$ cat src/rtl/mem_stage.sv
// mem_stage -- MEM stage of the 5-stage RV32I pipeline.
//
// Purpose:
//   ALU-type instructions pass from EX/MEM to MEM/WB with zero latency.
//   Loads and stores are split into little-endian byte transfers on an 8-bit
//   req/ack data-memory port. While a transfer sequence runs, stall_MEM_o
//   holds the upstream pipeline registers so the EX/MEM inputs stay stable.
//
// Ports:
//   dclk, rst             clock, asynchronous active-high reset
//   aluop_MEM_i           operation code (`AluOpBus)
//   wreg_MEM_i            register-write enable
//   waddr_MEM_i           destination register
//   alurslt_MEM_i         ALU result / effective byte address
//   storedata_MEM_i       store data (rs2)
//   mem_req_o/_we_o       byte transfer request / write strobe
//   mem_addr_o            byte address (low MEM_ADDR_W bits)
//   mem_wdata_o           write byte
//   mem_rdata_i/_ack_i    read byte / transfer complete
//   stall_MEM_o           hold IF/ID/EX and EX/MEM registers
//   wreg_WB_o, waddr_WB_o, wdata_WB_o   to MEM/WB
//   state_dbg_o           current FSM state (0 IDLE, 1 ACCESS, 2 DONE)
//
// Memory handshake: mem_req_o rises and stays high until the last byte of
// the sequence is acknowledged. A transfer completes on every dclk edge where
// mem_req_o and mem_ack_i are both high; ack may arrive in the same cycle as
// req. Address, write strobe and write byte only change on an acked edge.

`ifndef MEM_STAGE_ALU_OPS
`define MEM_STAGE_ALU_OPS
`define AluOpBus   7:0
`define ALU_NOP_OP 8'h00
`define ALU_ADD_OP 8'h20
`define ALU_LB_OP  8'hE0
`define ALU_LH_OP  8'hE1
`define ALU_LW_OP  8'hE3
`define ALU_LBU_OP 8'hE4
`define ALU_LHU_OP 8'hE5
`define ALU_SB_OP  8'hE8
`define ALU_SH_OP  8'hE9
`define ALU_SW_OP  8'hEB
`endif

module mem_stage #(
   parameter int MEM_ADDR_W = 17
) (
   input  logic                  dclk,
   input  logic                  rst,
   input  logic [`AluOpBus]      aluop_MEM_i,
   input  logic                  wreg_MEM_i,
   input  logic [4:0]            waddr_MEM_i,
   input  logic [31:0]           alurslt_MEM_i,
   input  logic [31:0]           storedata_MEM_i,
   output logic                  mem_req_o,
   output logic                  mem_we_o,
   output logic [MEM_ADDR_W-1:0] mem_addr_o,
   output logic [7:0]            mem_wdata_o,
   input  logic [7:0]            mem_rdata_i,
   input  logic                  mem_ack_i,
   output logic                  stall_MEM_o,
   output logic                  wreg_WB_o,
   output logic [4:0]            waddr_WB_o,
   output logic [31:0]           wdata_WB_o,
   output logic [1:0]            state_dbg_o
);

   typedef enum logic [1:0] {
      S_IDLE   = 2'd0,
      S_ACCESS = 2'd1,
      S_DONE   = 2'd2
   } state_e;

   state_e                state_q;
   logic [1:0]            k_q;
   logic [31:0]           buf_q;
   logic                  mem_req_q;
   logic                  mem_we_q;
   logic [MEM_ADDR_W-1:0] mem_addr_q;
   logic [7:0]            mem_wdata_q;

   // Decode of the held EX/MEM operation.
   logic       is_mem;
   logic       is_store;
   logic [1:0] last_k;     // N-1
   logic [1:0] k_d;
   logic [31:0] load_word;

   always_comb begin
      is_mem   = 1'b0;
      is_store = 1'b0;
      last_k   = 2'd0;
      case (aluop_MEM_i)
         `ALU_LB_OP, `ALU_LBU_OP: begin is_mem = 1'b1; last_k = 2'd0; end
         `ALU_LH_OP, `ALU_LHU_OP: begin is_mem = 1'b1; last_k = 2'd1; end
         `ALU_LW_OP:              begin is_mem = 1'b1; last_k = 2'd3; end
         `ALU_SB_OP: begin is_mem = 1'b1; is_store = 1'b1; last_k = 2'd0; end
         `ALU_SH_OP: begin is_mem = 1'b1; is_store = 1'b1; last_k = 2'd1; end
         `ALU_SW_OP: begin is_mem = 1'b1; is_store = 1'b1; last_k = 2'd3; end
         default: ;
      endcase
   end

   assign k_d = k_q + 2'd1;

   // Load result formatting; stores and non-memory ops give zero.
   always_comb begin
      load_word = 32'h0;
      case (aluop_MEM_i)
         `ALU_LB_OP:  load_word = {{24{buf_q[7]}}, buf_q[7:0]};
         `ALU_LBU_OP: load_word = {24'h0, buf_q[7:0]};
         `ALU_LH_OP:  load_word = {{16{buf_q[15]}}, buf_q[15:0]};
         `ALU_LHU_OP: load_word = {16'h0, buf_q[15:0]};
         `ALU_LW_OP:  load_word = buf_q;
         default:     load_word = 32'h0;
      endcase
   end

   // Stall and MEM/WB outputs are combinational so ALU ops see zero latency.
   always_comb begin
      stall_MEM_o = 1'b0;
      wreg_WB_o   = 1'b0;
      waddr_WB_o  = 5'd0;
      wdata_WB_o  = 32'h0;
      case (state_q)
         S_IDLE: begin
            if (is_mem) begin
               stall_MEM_o = 1'b1;   // bubble while the access is set up
            end else begin
               wreg_WB_o  = wreg_MEM_i;
               waddr_WB_o = waddr_MEM_i;
               wdata_WB_o = alurslt_MEM_i;
            end
         end
         S_ACCESS: stall_MEM_o = 1'b1;
         S_DONE: begin
            wreg_WB_o  = wreg_MEM_i;
            waddr_WB_o = waddr_MEM_i;
            wdata_WB_o = load_word;
         end
         default: ;
      endcase
   end

   always_ff @(posedge dclk or posedge rst) begin
      if (rst) begin
         state_q     <= S_IDLE;
         k_q         <= 2'd0;
         buf_q       <= 32'h0;
         mem_req_q   <= 1'b0;
         mem_we_q    <= 1'b0;
         mem_addr_q  <= '0;
         mem_wdata_q <= 8'h0;
      end else begin
         case (state_q)
            S_IDLE: begin
               if (is_mem) begin
                  state_q     <= S_ACCESS;
                  k_q         <= 2'd0;
                  mem_req_q   <= 1'b1;
                  mem_we_q    <= is_store;
                  mem_addr_q  <= alurslt_MEM_i[MEM_ADDR_W-1:0];
                  mem_wdata_q <= storedata_MEM_i[7:0];
               end
            end
            S_ACCESS: begin
               if (mem_ack_i) begin
                  if (!is_store) begin
                     buf_q[{k_q, 3'b000} +: 8] <= mem_rdata_i;
                  end
                  if (k_q == last_k) begin
                     mem_req_q <= 1'b0;
                     mem_we_q  <= 1'b0;
                     state_q   <= S_DONE;
                  end else begin
                     k_q         <= k_d;
                     // base + k + 1, wrapping within the memory address space
                     mem_addr_q  <= alurslt_MEM_i[MEM_ADDR_W-1:0]
                                    + {{(MEM_ADDR_W-2){1'b0}}, k_d};
                     mem_wdata_q <= storedata_MEM_i[{k_d, 3'b000} +: 8];
                  end
               end
            end
            S_DONE: begin
               state_q <= S_IDLE;
               k_q     <= 2'd0;
               buf_q   <= 32'h0;
            end
            default: state_q <= S_IDLE;
         endcase
      end
   end

   assign mem_req_o   = mem_req_q;
   assign mem_we_o    = mem_we_q;
   assign mem_addr_o  = mem_addr_q;
   assign mem_wdata_o = mem_wdata_q;
   assign state_dbg_o = state_q;

endmodule

$ cat config.mk
export PLATFORM = sky130hd
export DESIGN_NAME = mem_stage
export DESIGN_NICKNAME = d
export VERILOG_FILES = /design/src/rtl/mem_stage.sv
export SDC_FILE = /design/constraint.sdc
export NUM_CORES = 1
export LEC_CHECK = 0
export ABC_AREA = 1
export CAP_MARGIN = 10
export CELL_PAD_IN_SITES_DETAIL_PLACEMENT = 1
export CELL_PAD_IN_SITES_GLOBAL_PLACEMENT = 2
export CORE_UTILIZATION = 22
export CTS_BUF_LIST = sky130_fd_sc_hd__clkbuf_4 sky130_fd_sc_hd__clkbuf_8
export DETAILED_ROUTE_END_ITERATION = 10
export PLACE_DENSITY = 0.82
export SYNTH_ARGS = -nofsm -noshare
export SYNTH_HDL_FRONTEND = slang
export SYNTH_SLANG_ARGS = --single-unit
$ cat constraint.sdc
create_clock -name dclk -period 2.8 [get_ports dclk]
set_input_delay 0.56 -clock dclk [delete_from_list [all_inputs] [get_ports dclk]]
set_output_delay 0.56 -clock dclk [all_outputs]
set_load 0.05 [all_outputs]
==> run metrics, run 1 <==
final-layout fill cell count=roughly 2400; DRT Pass-1 Iters=4; IO Pins=157; Routed Antenna Nets=0; die area=0.02070 mm^2; commonest non-fill, non-tap cells in the layout=nand2_1, clkdlybuf4s50_1, nand3_1; startpoint types=input port; Final Util=between 30% and 40%; Iter 0 DRT Violations=205; Avg WL per Cell=around 16 um; VDD IR-drop max=0.3851 mV; Seq/Total Area, Yosys=35.59%; Vias per Instance=4.492; CP Buf/Inv Count=4; RSZ-0062 raised after global routing=true; initial core utilization=between 20% and 30%; share of cells above drive strength 1=approximately a quarter; number of global-route vias before repair=5285; post-synthesis cell count=659; post-route cell area=0.007570 mm^2; crit-path max cell delay=0.31 ns; mapped cell area=0.004429 mm^2; Lkg Pwr=3.416 nW; critical-path cell list=dlygate4sd2_1 > nand2_1 > nor2_4 > nand2_4 > buf_4 > nand2_2 > a21boi_0 > o22ai_1 > buf_4 > buf_12; routed vias=5089; dpl hpwl=about 14000 um; xor-xnor portion of the synthesized cell area=2.175%; most common cell after layout, fill and taps aside=nand2_1; Slew HR=47.73%; Longest Clk Path Bufs=2; clk_lat worst skew=approximately 0.35 ns; post-synthesis simple-gate area fraction=36.33%; WS Path Type=in2out; final setup fails=0; final worst-path cycle share=between 90 and 100%; crit path DAT=around 2.2 ns; worst slack, placed=-0.3367 ns; all-layer global routing usage=18.02%; post-synthesis async set-or-reset flop share=100.0%; Max Fclk=365.1 MHz; largest family of logic cells by synthesized area=simple AND/OR/NAND/NOR gates; ys flop type=dfrtp_1; total CTS buffers=9; Worst Skew=0.01780 ns; Post-Synth Adder-Cell Area=2.147%; status=finished, final reports clean; Final Hold Fails=0; Area Overhead vs Synth=70.90%; final setup margin=a little over 0.06 ns; CTS clock-pin slew for the worst setup and hold paths=0.06 ns; n_diodes=0; Cell Area, Placed=~0.0069 mm^2; Syn Nets=755; Avg Inst Size Synth=a little under 7 um^2; Synthesis Warnings=0; Layout Nets=959; row cnt=slightly above 50; most used cell along the critical path=buf_4; Routability Congestion=roughly 0.82; initial antenna violation count=1; number of flops mapped to enable cells by yosys=0; Worst Path Required=2.24 ns; Worst path top cell family by delay=buffers and inverters; CTS tree=done; DRC viols=0; multiplexer share of the synthesized area=0.2260%; Max Slew Vio Count=0; die outline height=143.9 um; worst-path fanout max=8; Die X=143.9 um; Distinct cells, synth=42; crit end category=output pin; CTS sink cnt=63; top cell type's share of synthesized area=between 30 and 40%; Root Buffer=clkbuf_8; Final Routed Wirelength=between 15000 and 20000 um; synth top area cells=dfrtp_1, nand2_1, nand3_1, o21ai_0, inv_1; H-tree depth=3; global-route wire length before repair=between 20000 and 30000 um; Worst-Margin Slew=0.7776 ns; IO buf count=approximately 160; largest net degree at the start of global routing=41; Max Cap Viol=0; grt ovf=0; Yosys top cell by area=dfrtp_1; flops & latches, synth=63; compound-gate portion of the synthesized area=13.14%; crit path time final=between 2 and 3 ns; Power Density=859.6 mW/mm^2; Hold Path Class=reg2reg; Critical Path Slowest Stage Cell=dlygate4sd2_1; core area=about 0.020 mm^2
[where the power goes]
group / leakage, nW / switching, mW / internal (mW)
clock network: 0.128 / 0.365 / 0.647
logic: 2.45 / 2.64 / 1.57
registers: 0.833 / 0.142 / 1.15
total: 3.42 / 3.14 / 3.36
[worst reg2reg max path, stage by stage, from the launching register on]
cell and delay [ns]:
dfrtp_1 0.44, inv_1 0.12, ha_1 0.39, inv_1 0.10
fa_1 0.47, nor2_1 0.28, nand2_1 0.09, nor2_1 0.14
xor2_1 0.16, nand2_1 0.07, nand2_1 0.06, nand3_1 0.08
nand2_1 0.08
[layout make-up]
type / count / area (um^2) / area share [%]
Multi-Input combinational cell: 488 / 2676 / 35.36
Timing Repair Buffer: 218 / 2415 / 31.90
Sequential cell: 63 / 1577 / 20.83
Tap cell: 265 / 331.6 / 4.380
Inverter: 82 / 316.6 / 4.182
Clock buffer: 13 / 160.2 / 2.116
Clock inverter: 3 / 90.09 / 1.190
Timing Repair inverter: 1 / 3.754 / 0.04959
[stage by stage]
| stage | hold WS, ns | power, mW | TNS [ns] | instances |
|---|---|---|---|---|
| 2_1_floorplan | 0.4755 | 3.672 | -1.431 | 659 |
| 6_report | 0.4804 | 6.507 | 0 | 1133 |
| 3_5_place_dp | 0.4664 | 5.376 | -7.125 | 1107 |
| 5_1_grt | 0.5066 | 6.896 | -0.09017 | 1133 |
| 4_1_cts | 0.4844 | 6.552 | 0 | 1128 |
| 3_3_place_gp | 0.4645 | 5.337 | -4.659 | 1107 |
[cells in the mapped netlist, types with 2 or more instances]
cell type,n
buf_4,2
xor2_1,10
buf_1,2
nand4_1,9
a21oi_1,10
clkinv_1,2
ha_1,6
nor3_2,3
o21ai_2,4
clkbuf_1,4
nor2_2,3
nand3_1,79
buf_2,13
o21ai_0,65
o21ai_1,6
nand2_2,4
o22ai_1,11
buf_6,4
nand2_1,182
inv_1,76
nor3_1,3
inv_2,4
nor2_1,73
dfrtp_1,63
a31oi_1,4
[final timing paths]
kind	startpoint	endpoint	slack [ns]	cells after the start
max	aluop_MEM_i[1]	wdata_WB_o[9]	0.06	10
min	mem_addr_o[8]$_DFFE_PP0P_	mem_addr_o[8]$_DFFE_PP0P_	0.48	2
max reg2reg	k_q[1]$_DFFE_PP0P_	mem_addr_o[16]$_DFFE_PP0P_	0.26	12
min reg2reg	mem_addr_o[8]$_DFFE_PP0P_	mem_addr_o[8]$_DFFE_PP0P_	0.48	2
max in group asynchronous	rst	mem_addr_o[7]$_DFFE_PP0P_	1.61	3
min in group asynchronous	rst	buf_q[21]$_DFFE_PP0P_	0.57	2
[timing repair]
item                                    4_1_cts  5_1_grt
pin swaps                                    26        1
hold buffers                                  0        0
endpoints found under the setup margin       38       20
gates resized for setup                     103        2
setup buffers                                 3        5
cloned                                        2        0
[logic make-up after synthesis]
family	count (synthesis)
xor+xnor	11
buf+inv	108
compound gates	105
fa+ha+maj	7
simple gates	364
mux	1
flops	63
[state kept, by name (all words and copies together), names as in the netlist]
| name | cells |
|---|---|
| buf_q | 32 |
| k_q | 2 |
| mem_addr_o | 17 |
| mem_req_o | 1 |
| mem_wdata_o | 8 |
| mem_we_o | 1 |
| state_dbg_o | 2 |
[layer usage]
| metal | global-route usage [%] | part of all wire [%] | up-vias |
|---|---|---|---|
| met5 | 0 | 0.072 | - |
| met4 | 3.527 | 0.68 | 2 |
| met3 | 2.266 | 4.2 | 12 |
| met2 | 29.14 | 47 | 98 |
| met1 | 25.53 | 48 | 2438 |
| li1 | - | - | 2539 |
Power figures use the tool's default switching activity.
==> inputs of run 2 (changes only) <==
--- a/config.mk
+++ b/config.mk
@@ -7,12 +7,11 @@
 export LEC_CHECK = 0
 export ABC_AREA = 1
 export CAP_MARGIN = 10
-export CELL_PAD_IN_SITES_DETAIL_PLACEMENT = 1
-export CELL_PAD_IN_SITES_GLOBAL_PLACEMENT = 2
-export CORE_UTILIZATION = 22
+export CORE_UTILIZATION = 42
 export CTS_BUF_LIST = sky130_fd_sc_hd__clkbuf_4 sky130_fd_sc_hd__clkbuf_8
 export DETAILED_ROUTE_END_ITERATION = 10
 export PLACE_DENSITY = 0.82
+export SLEW_MARGIN = 10
 export SYNTH_ARGS = -nofsm -noshare
 export SYNTH_HDL_FRONTEND = slang
 export SYNTH_SLANG_ARGS = --single-unit
==> run 2 against run 1 <==
  * The flow now finishes with violations (design-rule violations)
  * Maximum frequency down 1.7%
  * Hold slack better by 0.00095 ns
  * Routed wire length down 14%
  * Flip-flop and latch count unchanged
  * Largest cell class unchanged
  * Largest power group unchanged
  * Highest routed layer is now met4
==> run metrics, run 2 (synthesis gave the netlist of run 1 again) <==
n_diodes=0; Worst-Margin Slew=0.7609 ns; final setup fails=0; Seq. cell area=0.001577 mm^2; CTS Hold Bufs=0; RSZ-0062 raised after global routing=true; WS Path Type=in2out; crit end category=output pin; sw power=3.111 mW; Clk pwr share=13.6%; Max Cap Viol=0; number of global-route vias before repair=slightly above 5000; H-tree depth=3; VDD IR-drop max=0.6770 mV; die outline height=between 100 and 150 um; final-layout fill cell count=between 800 and 900; failing checks=design-rule violations; R2R Path End=mem_addr_o[16]$_DFFE_PP0P_; status=complete, but fails checks; R2R Setup Slk=0.28 ns; total power=6.317 mW; Lkg Pwr=around 3.3 nW; Most flops, register=buf_q; Final Routed Wirelength=15610 um; Iter 0 DRT Violations=about 500; CTS clock-pin slew for the worst setup and hold paths=0.07 ns; Max Slew Vio Count=0; crit path DAT=around 2.2 ns; crit path time final=2.785 ns; total CTS buffers=9; share of cells above drive strength 1=19.67%; sw frac=49.25%; Worst Path Required=2.24 ns; Worst setup startpoint=aluop_MEM_i[3]; Routed Antenna Nets=0; dpl hpwl=11280 um; Final Util=69.58%; Cell Area, Placed=between 0.006 and 0.007 mm^2; max reg flops=32; global-route wire length before repair=approximately 25000 um; Worst Reg-to-Reg Cells=12; Max Fclk=359.0 MHz; routed vias=5292; Hold Path Class=reg2reg; initial core utilization=43.10%; row cnt=37; all-layer global routing usage=28.81%; grt ovf=0; Sequential Power Share=between 20% and 30%; core area=0.01028 mm^2; most common cell after layout, fill and taps aside=nand2_1; CTS tree=done; clk_lat worst skew=0.34 ns; Multi-input gate area=around 0.0026 mm^2; Vias per Instance=5.373; Die X=~100 um; Logic pwr share=66.3%; Layout Nets=940; largest net degree at the start of global routing=43; Slew HR=~50%; Longest Clk Path Bufs=2; Final Hold Fails=0; Critical R2R Launch=k_q[1]$_DFFE_PP0P_; Worst Skew=roughly 0.0076 ns; Power Density=883.4 mW/mm^2; IO Pins=between 150 and 200; startpoint types=input port; CTS sink cnt=63; die area=0.01096 mm^2; Routability Congestion=between 0.8 and 0.9; DRC viols=2; DRT Pass-1 Iters=8; Root Buffer=clkbuf_8; commonest non-fill, non-tap cells in the layout=nand2_1, clkdlybuf4s50_1, nand3_1; IO buf count=156; post-route cell area=between 0.007 and 0.008 mm^2; Fin Hold WS=0.4814 ns; worst-path fanout max=15; Avg WL per Cell=between 15 and 20 um; initial antenna violation count=0; Area Overhead vs Synth=61.44%; critical path endpoint=wdata_WB_o[16]; Int Pwr=3.206 mW; final worst-path cycle share=99.48%
[run 2: cell count changes in the layout (fill, tap and decap cells not counted), moves of 4 or more]
| cell | before | now |
|---|---|---|
| buf_4 | 53 | 40 |
| o22ai_2 | 6 | 10 |
| buf_12 | 36 | 40 |
| buf_6 | 12 | 2 |
| o21ai_0 | 48 | 59 |
| o21ai_1 | 6 | 10 |
| o21ai_2 | 20 | 6 |
[run 2: what timing repair did]
action	4_1_cts	5_1_grt
gates resized for setup	50	3
setup endpoints to repair	38	30
pin swaps	6	1
gates cloned	1	0
buffers inserted	7	1
[run 2: critical path, stage by stage]
cell,delay [ns]
dlygate4sd2_1,0.27
inv_2,0.09
nand2_2,0.07
nor2_2,0.14
nand2_2,0.12
buf_4,0.16
buf_4,0.18
nor2_1,0.15
o21ai_0,0.18
o21ai_2,0.14
buf_12,0.16
[run 2: stage by stage]
step	instances	setup TNS, ns	setup WS (ns)
after floorplan	659	-1.431	-0.2791
after global placement	960	-1.955	-0.1365
after detailed placement	960	-4.288	-0.2093
after CTS	984	0	0.05091
after global routing	985	-0.02545	-0.009811
final	985	0	0.01467
[run 2: layout make-up]
class                      instances  share of cell area, %
clock buffer                      13                  2.415
clock inverter                     3                 0.5599
inverter                          82                  4.304
multi-input combinational        488                  35.89
sequential                        63                  22.05
tap                              136                  2.380
timing repair buffer             200                  32.41
[run 2: how the worst min path moves through the flow]
stage	start	to	slack, ns	cells past startpoint
floorplan	buf_q[18]$_DFFE_PP0P_	buf_q[18]$_DFFE_PP0P_	0.48	2
global placement	mem_req_o$_DFFE_PP0P_	mem_req_o$_DFFE_PP0P_	0.46	2
detailed placement	mem_addr_o[14]$_DFFE_PP0P_	mem_addr_o[14]$_DFFE_PP0P_	0.47	2
CTS	mem_addr_o[14]$_DFFE_PP0P_	mem_addr_o[14]$_DFFE_PP0P_	0.48	2
global route	mem_addr_o[8]$_DFFE_PP0P_	mem_addr_o[8]$_DFFE_PP0P_	0.51	2
finish	mem_addr_o[5]$_DFFE_PP0P_	mem_addr_o[5]$_DFFE_PP0P_	0.48	2
[run 2: metal layers]
layer / wire length [um] / global-route usage (%) / vias to the layer above / part of all wire [%]
met2: 7784 / 50.24 / 278 / 50
met5: 0 / 0 / - / 0
met4: 333 / 9.759 / 0 / 2.1
met3: 1007 / 3.618 / 33 / 6.4
met1: 6488 / 36.76 / 2476 / 42
li1: - / - / 2505 / -
[run 2: power by group through the flow]
stage	clock network (mW)	registers, mW	logic [mW]
3_3_place_gp	0	1.28	3.91
2_1_floorplan	0	1.91	1.77
4_1_cts	0.858	1.27	4.15
5_1_grt	0.896	1.31	4.41
3_5_place_dp	0	1.29	3.98
6_report	0.857	1.27	4.19
==> inputs of run 3 (changes only) <==
--- a/config.mk
+++ b/config.mk
@@ -10,6 +10,7 @@
 export CORE_UTILIZATION = 42
 export CTS_BUF_LIST = sky130_fd_sc_hd__clkbuf_4 sky130_fd_sc_hd__clkbuf_8
 export DETAILED_ROUTE_END_ITERATION = 10
+export HOLD_SLACK_MARGIN = 0.12
 export PLACE_DENSITY = 0.82
 export SLEW_MARGIN = 10
 export SYNTH_ARGS = -nofsm -noshare
==> results of run 3 <==
No change in the layout: final DEF, timing and power equal those of run 2.
